## src/rtl/neuron_pkg.sv

```systemverilog
// Shared encodings, FSM state type and width/constant helpers for the
// parametrised MAC neuron.
package neuron_pkg;

  localparam logic [1:0] ACT_IDENT = 2'd0;
  localparam logic [1:0] ACT_RELU  = 2'd1;
  localparam logic [1:0] ACT_HSIG  = 2'd2;

  typedef enum logic [2:0] {
    ST_IDLE,
    ST_ACC,
    ST_DRAIN,
    ST_BIAS,
    ST_ACT,
    ST_DONE
  } state_e;

  // Headroom for NUM_WEIGHT full-scale products.
  function automatic int acc_width(input int data_w, input int num_weight);
    return 2 * data_w + $clog2(num_weight);
  endfunction

  function automatic int hsig_half(input int frac_w);
    return 1 << (frac_w - 1);
  endfunction

  function automatic int hsig_one(input int frac_w);
    return 1 << frac_w;
  endfunction

endpackage

```

## src/rtl/neuron_weight_bank.sv

```systemverilog
// One lane of weight storage: simple dual-port RAM, synchronous read,
// contents deliberately not reset.
module neuron_weight_bank #(
  parameter int DATA_W = 16,
  parameter int DEPTH  = 64,
  parameter int AW     = (DEPTH > 1) ? $clog2(DEPTH) : 1
) (
  input  logic              clk,
  input  logic              we_i,
  input  logic [AW-1:0]     waddr_i,
  input  logic [DATA_W-1:0] wdata_i,
  input  logic [AW-1:0]     raddr_i,
  output logic [DATA_W-1:0] rdata_o
);

  logic [DATA_W-1:0] mem_q [DEPTH];

  always_ff @(posedge clk) begin
    if (we_i) mem_q[waddr_i] <= wdata_i;
    rdata_o <= mem_q[raddr_i];
  end

endmodule

```

## src/rtl/neuron_mac_p.sv

```systemverilog
// Multi-lane MAC neuron: per-lane weight banks, bias, selectable activation,
// valid/ready result. Define NEURON_SAT_EN for saturating accumulate/convert.
module neuron_mac_p
  import neuron_pkg::*;
#(
  parameter int DATA_W     = 16,
  parameter int FRAC_W     = 8,
  parameter int NUM_WEIGHT = 128,
  parameter int LANES      = 2,
  parameter int CFG_W      = 8,
  parameter int LAYER_NO   = 1,
  parameter int NEURON_NO  = 0
) (
  input  logic                    clk,
  input  logic                    rst,
  input  logic [CFG_W-1:0]        cfg_layer,
  input  logic [CFG_W-1:0]        cfg_neuron,
  input  logic                    weight_valid,
  input  logic [DATA_W-1:0]       weight_value,
  input  logic                    bias_valid,
  input  logic [DATA_W-1:0]       bias_value,
  input  logic [1:0]              act_mode,
  input  logic                    in_valid,
  output logic                    in_ready,
  input  logic [LANES*DATA_W-1:0] in_data,
  output logic                    out_valid,
  input  logic                    out_ready,
  output logic [DATA_W-1:0]       out_data,
  output logic                    busy
);

  localparam int D     = NUM_WEIGHT / LANES;
  localparam int ACC_W = acc_width(DATA_W, NUM_WEIGHT);
  localparam int PW    = 2 * DATA_W;
  localparam int AW    = (D > 1) ? $clog2(D) : 1;
  localparam int IW    = (NUM_WEIGHT > 1) ? $clog2(NUM_WEIGHT) : 1;
  localparam logic signed [DATA_W:0] HSIG_HALF = (DATA_W+1)'(hsig_half(FRAC_W));
  localparam logic signed [DATA_W:0] HSIG_ONE  = (DATA_W+1)'(hsig_one(FRAC_W));

  state_e                    state_q, state_d;
  logic [AW-1:0]             cnt_q, cnt_d;
  logic [IW-1:0]             widx_q, widx_d;
  logic [DATA_W-1:0]         bias_q;
  logic [1:0]                act_q, act_d;
  logic                      s1_v_q, s2_v_q, s3_v_q;
  logic [LANES*DATA_W-1:0]   x_q;
  logic signed [PW-1:0]      prod_q [LANES];
  logic signed [PW-1:0]      prod_d [LANES];
  logic signed [ACC_W-1:0]   sum_q, sum_d;
  logic signed [ACC_W-1:0]   acc_q, acc_d;
  logic [DATA_W-1:0]         out_q, out_d;
  logic                      ov_q, ov_d;
  logic [DATA_W-1:0]         w_rd [LANES];
  logic                      load_sel, wr_en, in_fire;
  int                        wr_lane;
  logic [AW-1:0]             wr_addr;
  logic signed [ACC_W-1:0]   bias_ext, x_full;
  logic signed [DATA_W-1:0]  x_conv;
  logic signed [DATA_W:0]    h;
  logic [DATA_W-1:0]         y;

  function automatic logic signed [ACC_W-1:0] acc_add(input logic signed [ACC_W-1:0] a,
                                                      input logic signed [ACC_W-1:0] b);
    logic signed [ACC_W:0] s;
    s = {a[ACC_W-1], a} + {b[ACC_W-1], b};
`ifdef NEURON_SAT_EN
    if (s[ACC_W] != s[ACC_W-1])
      return s[ACC_W] ? {1'b1, {(ACC_W-1){1'b0}}} : {1'b0, {(ACC_W-1){1'b1}}};
`endif
    return s[ACC_W-1:0];
  endfunction

  assign load_sel = (state_q == ST_IDLE) && (cfg_layer == CFG_W'(LAYER_NO)) &&
                    (cfg_neuron == CFG_W'(NEURON_NO));
  assign wr_en    = load_sel && weight_valid;
  assign in_ready = (state_q == ST_IDLE) || (state_q == ST_ACC);
  assign in_fire  = in_valid && in_ready;
  assign busy     = (state_q != ST_IDLE);
  assign out_valid = ov_q;
  assign out_data  = out_q;

  // Weight i lands in lane i%LANES at row i/LANES.
  always_comb begin
    wr_lane = int'(widx_q) % LANES;
    wr_addr = AW'(int'(widx_q) / LANES);
    widx_d  = (widx_q == IW'(NUM_WEIGHT - 1)) ? '0 : widx_q + IW'(1);
  end

  for (genvar k = 0; k < LANES; k++) begin : g_lane
    neuron_weight_bank #(.DATA_W(DATA_W), .DEPTH(D), .AW(AW)) u_bank (
      .clk     (clk),
      .we_i    (wr_en && (wr_lane == k)),
      .waddr_i (wr_addr),
      .wdata_i (weight_value),
      .raddr_i (cnt_q),
      .rdata_o (w_rd[k])
    );
  end

  always_comb begin
    sum_d = '0;
    for (int k = 0; k < LANES; k++) begin
      prod_d[k] = $signed(x_q[k*DATA_W +: DATA_W]) * $signed(w_rd[k]);
      sum_d     = sum_d + ACC_W'(prod_q[k]);
    end
  end

  assign bias_ext = ACC_W'($signed(bias_q)) <<< FRAC_W;
  assign x_full   = acc_q >>> FRAC_W;

  always_comb begin
`ifdef NEURON_SAT_EN
    if (x_full > $signed({{(ACC_W-DATA_W+1){1'b0}}, {(DATA_W-1){1'b1}}}))
      x_conv = {1'b0, {(DATA_W-1){1'b1}}};
    else if (x_full < $signed({{(ACC_W-DATA_W+1){1'b1}}, {(DATA_W-1){1'b0}}}))
      x_conv = {1'b1, {(DATA_W-1){1'b0}}};
    else
      x_conv = x_full[DATA_W-1:0];
`else
    x_conv = x_full[DATA_W-1:0];
`endif
    h = {x_conv[DATA_W-1], x_conv >>> 2} + HSIG_HALF;
    y = x_conv;
    case (act_q)
      ACT_IDENT: y = x_conv;
      ACT_RELU:  y = x_conv[DATA_W-1] ? '0 : x_conv;
      ACT_HSIG: begin
        if (h < 0)             y = '0;
        else if (h > HSIG_ONE) y = HSIG_ONE[DATA_W-1:0];
        else                   y = h[DATA_W-1:0];
      end
      default:   y = x_conv;
    endcase
  end

  always_comb begin
    state_d = state_q;
    cnt_d   = cnt_q;
    act_d   = act_q;
    acc_d   = acc_q;
    out_d   = out_q;
    ov_d    = ov_q;
    case (state_q)
      ST_IDLE, ST_ACC: begin
        if (in_fire) begin
          if (state_q == ST_IDLE) begin
            act_d = act_mode;
            acc_d = '0;
          end
          if (cnt_q == AW'(D - 1)) begin
            cnt_d   = '0;
            state_d = ST_DRAIN;
          end else begin
            cnt_d   = cnt_q + AW'(1);
            state_d = ST_ACC;
          end
        end
      end
      // Only the final beat is left in flight once s3 is the sole valid stage.
      ST_DRAIN: if (s3_v_q && !s2_v_q && !s1_v_q) state_d = ST_BIAS;
      ST_BIAS: begin
        acc_d   = acc_add(acc_q, bias_ext);
        state_d = ST_ACT;
      end
      ST_ACT: begin
        out_d   = y;
        ov_d    = 1'b1;
        state_d = ST_DONE;
      end
      ST_DONE: begin
        if (out_ready) begin
          ov_d    = 1'b0;
          state_d = ST_IDLE;
        end
      end
      default: state_d = ST_IDLE;
    endcase
    if (s3_v_q) acc_d = acc_add(acc_q, sum_q);
  end

  always_ff @(posedge clk or posedge rst) begin
    if (rst) begin
      state_q <= ST_IDLE;
      cnt_q   <= '0;
      widx_q  <= '0;
      bias_q  <= '0;
      act_q   <= ACT_IDENT;
      s1_v_q  <= 1'b0;
      s2_v_q  <= 1'b0;
      s3_v_q  <= 1'b0;
      x_q     <= '0;
      for (int k = 0; k < LANES; k++) prod_q[k] <= '0;
      sum_q   <= '0;
      acc_q   <= '0;
      out_q   <= '0;
      ov_q    <= 1'b0;
    end else begin
      state_q <= state_d;
      cnt_q   <= cnt_d;
      act_q   <= act_d;
      s1_v_q  <= in_fire;
      s2_v_q  <= s1_v_q;
      s3_v_q  <= s2_v_q;
      x_q     <= in_data;
      for (int k = 0; k < LANES; k++) prod_q[k] <= prod_d[k];
      sum_q   <= sum_d;
      acc_q   <= acc_d;
      out_q   <= out_d;
      ov_q    <= ov_d;
      if (wr_en) widx_q <= widx_d;
      if (load_sel && bias_valid) bias_q <= bias_value;
    end
  end

endmodule

```

## config.mk

```make
export PLATFORM = sky130hd
export DESIGN_NAME = neuron_mac_p
export DESIGN_NICKNAME = d
export VERILOG_FILES = /design/src/rtl/neuron_pkg.sv /design/src/rtl/neuron_weight_bank.sv /design/src/rtl/neuron_mac_p.sv
export SDC_FILE = /design/constraint.sdc
export NUM_CORES = 2
export LEC_CHECK = 0
export ABC_AREA = 1
export CORE_MARGIN = 2
export CORE_UTILIZATION = 50
export CTS_CLUSTER_SIZE = 25
export DETAILED_ROUTE_END_ITERATION = 10
export GPL_ROUTABILITY_DRIVEN = 0
export PLACE_DENSITY = 0.7
export SLEW_MARGIN = 20
export SYNTH_ARGS = -nofsm -noshare
export SYNTH_HDL_FRONTEND = slang
export SYNTH_HIERARCHICAL = 1
export SYNTH_SLANG_ARGS = --single-unit
```

## constraint.sdc

```tcl
create_clock -name clk -period 7.95 [get_ports clk]
set_input_delay 1.59 -clock clk [delete_from_list [all_inputs] [get_ports clk]]
set_output_delay 1.59 -clock clk [all_outputs]
set_load 0.02 [all_outputs]
```

==> flow_summary_export.csv <==
group,metric,value,unit
route,first_iter_violations,9333,
synthesis,syn-num-nets,11052,
cts,post_cts_buffers,0,
synthesis,ys_ff_latch,2262,
grt,first_global_vias,74752,
layout,final_util,54.91,%
timing,period_needed,6072,ps
synthesis,yosys.area.top_type_share,55.85,%
grt,track_usage,25.09,%
timing,worst_pin_slew,1166,ps
route,num_vias,76213,
cts,clk_pin_slew,60,ps
cts,htree_levels,4,
layout,drive_gt1_share,5.566,%
critical_path,critPathKind,"reg -> reg",
timing,skew,50.27,ps
die,rows,172,
place,dp_slack,1963,ps
cts,cts_tree,"done",
hold_path,hp-class,"reg -> reg",
critical_path,path_cells,"nand2_1 -> fa_1 -> inv_1 -> fa_1 -> fa_1 -> fa_1 -> fa_1 -> inv_1 -> fa_1 -> inv_1 -> ha_1 -> nand2_1 -> nor4_1 -> nand4_1 -> nand3_1 -> xor2_1",
cts,post_cts_resized,0,
route,viasPerCell,5.687,
die,start_util,50.22,%
timing,hold_violations,0,
synthesis,netlist_area,110100,sq um
layout,nNetsFinal,11017,
place,dpl_cell_area,113200,sq um
status,outcome,"finished with violations",
layout,stdcell_area,120400,sq um
layout,syn_to_final_growth,9.350,%
route,drc_errors,2,
critical_path,max_stage_delay,790,ps
synthesis,synth_top_area_cell,"edfxtp_1",
cts,worstSkewPairLatency,870,ps
cts,ctsHoldBuffers,0,
critical_path,worstSetupEndpointType,"register",
critical_path,start_kind,"register",
synthesis,synth_most_common_cell,"nand2_1",
route,firstDrtPassIters,11,
synthesis,synth_edf_count,2048,
timing,layout_setup_ws,1878,ps
place,portBuffers,106,
route,ant_nets,0,
cts,cts_buffers,215,
synthesis,synth_cells,10375,
die,fp.dieArea,224000,sq um
timing,fin_setup_tns,0,ps
timing,slew_violations,0,
cts,cts_root_buffer,"clkbuf_16",
place,place_hpwl,169.6,mm
die,fp.dieW,473.3,um
run,cap_violations,0,
synthesis,ys.flop_type,"edfxtp_1",
die,coreArea,219300,sq um
synthesis,yosysWarningCount,6,
synthesis,ys_types,44,
synthesis,syn_area_per_cell,10.61,sq um
grt,grt_overflow_total,0,
timing,rsz0062_at_grt,"no",
route,wl,284.0,mm
route,wire_per_inst,21.19,um
critical_path,crit_path_frequent_cell,"fa_1",
critical_path,cp.required,8740,ps
critical_path,critPathMaxFanout,16,
status,violations,"design-rule violations",
die,die_h,473.3,um
grt,grt_pass1_wl,434.8,mm
cts,cts_sinks,2262,
layout,n_fill_cell,17869,
synthesis,synthTopCellsByArea,"edfxtp_1, nand2_1, nand3_1, fa_1, dfrtp_1",
synthesis,synth-async-reset-ratio,8.046,%
grt,grt_max_degree,196,
die,io_pins,107,
timing,maxSlewHeadroom,22.25,%
timing,setup_viol,0,
critical_path,cpMaxStageDelayCell,"dfxtp_1",
cts,clock_tree.buffer_depth,3,
critical_path,cp.arrival,6860,ps
timing,timing.final.crit_share,76.37,%
grt,antenna_found_initial,5,
timing,fmax,164.7,MHz
synthesis,synth_commonest_cells,"nand2_1, edfxtp_1, nand3_1, inv_1, fa_1",
synthesis,yosysSeqAreaShare,60.56,%
==> layout make-up <==
cell class                 count  area (sq um)  share of cell area [%]
sequential                  2262         66710                   55.40
multi-input combinational   6671         36910                   30.65
clock buffer                 271          5717                   4.747
tap                         2871          3592                   2.983
inverter                     884          3381                   2.807
timing repair buffer         306          2683                   2.228
clock inverter               134          1423                   1.181
antenna                        2         5.005                0.004156
==> flip-flops by register name, indices dropped and copies added (netlist names), 2 cells and up <==
name / count
g_lane.u_bank/rdata_o: 32
bias_q: 16
x_q: 32
prod_q: 48
g_lane.u_bank/mem_q: 2048
acc_q: 24
state_q: 3
out_data: 16
act_q: 2
sum_q: 24
widx_q: 7
cnt_q: 6
==> layout by cell type, fill, tap and decap left out, types with 49 or more instances in the layout <==
cell type / synthesis / layout
buf_4: 39 / 205
edfxtp_1: 2048 / 2048
nor2_1: 264 / 261
clkinv_1: 3 / 59
nand2_1: 3419 / 3419
xor2_1: 56 / 56
a21oi_1: 142 / 142
ha_1: 212 / 212
clkdlybuf4s50_1: 0 / 90
inv_1: 873 / 870
fa_1: 377 / 377
clkbuf_16: 0 / 220
nand3_1: 1900 / 1900
dfrtp_1: 182 / 177
nand4_1: 52 / 52
clkbuf_1: 153 / 49
o21ai_0: 79 / 79
==> metal layers <==
metal / share of wire [%] / track usage [%]
met1: 39 / 33.51
met2: 48 / 41.31
met4: 3.4 / 8.936
met5: 0 / 0
met3: 9.7 / 4.447
==> per-stage QoR <==
stage | hold slack (ps) | cells
after floorplan | 353.7 | 10375
after global placement | 362.8 | 12991
after detailed placement | 366.1 | 12991
after CTS | 383.1 | 13396
after global routing | 390.8 | 13400
final | 390.6 | 13401
==> path summary, 6_finish.rpt <==
kind,start,end,slack [ps],depth (start not counted)
max,g_lane[0].u_bank/rdata_o[3],prod_q[54],1880,16
min,s1_v_q,s2_v_q,390,0
max reg2reg,g_lane[0].u_bank/rdata_o[3],prod_q[54],1880,16
min reg2reg,s1_v_q,s2_v_q,390,0
max in group asynchronous,rst,cnt_q[1],5630,3
min in group asynchronous,rst,x_q[21],1150,2
==> worst max-delay path, delay by kind of cell, from the launching register on <==
family / cells / cell delay [ps]
XOR/XNOR: 1 / 160
AND/OR/NAND/NOR: 5 / 970
adder cells (fa/ha/maj): 7 / 3770
flip-flops: 1 / 790
buffers and inverters: 3 / 290
==> cells by family after synthesis <==
group,Yosys count,share of synthesized area [%]
buffers and inverters,1442,6.017
XOR/XNOR,84,0.6681
multiplexers,16,0.1977
flip-flops,2262,60.56
AO/OA/AOI/OAI,280,1.398
adder cells (fa/ha/maj),589,9.262
AND/OR/NAND/NOR,5702,21.89
Power is not shown: default switching activity piles up to over one toggle a cycle in this logic, so the estimate is an artifact.
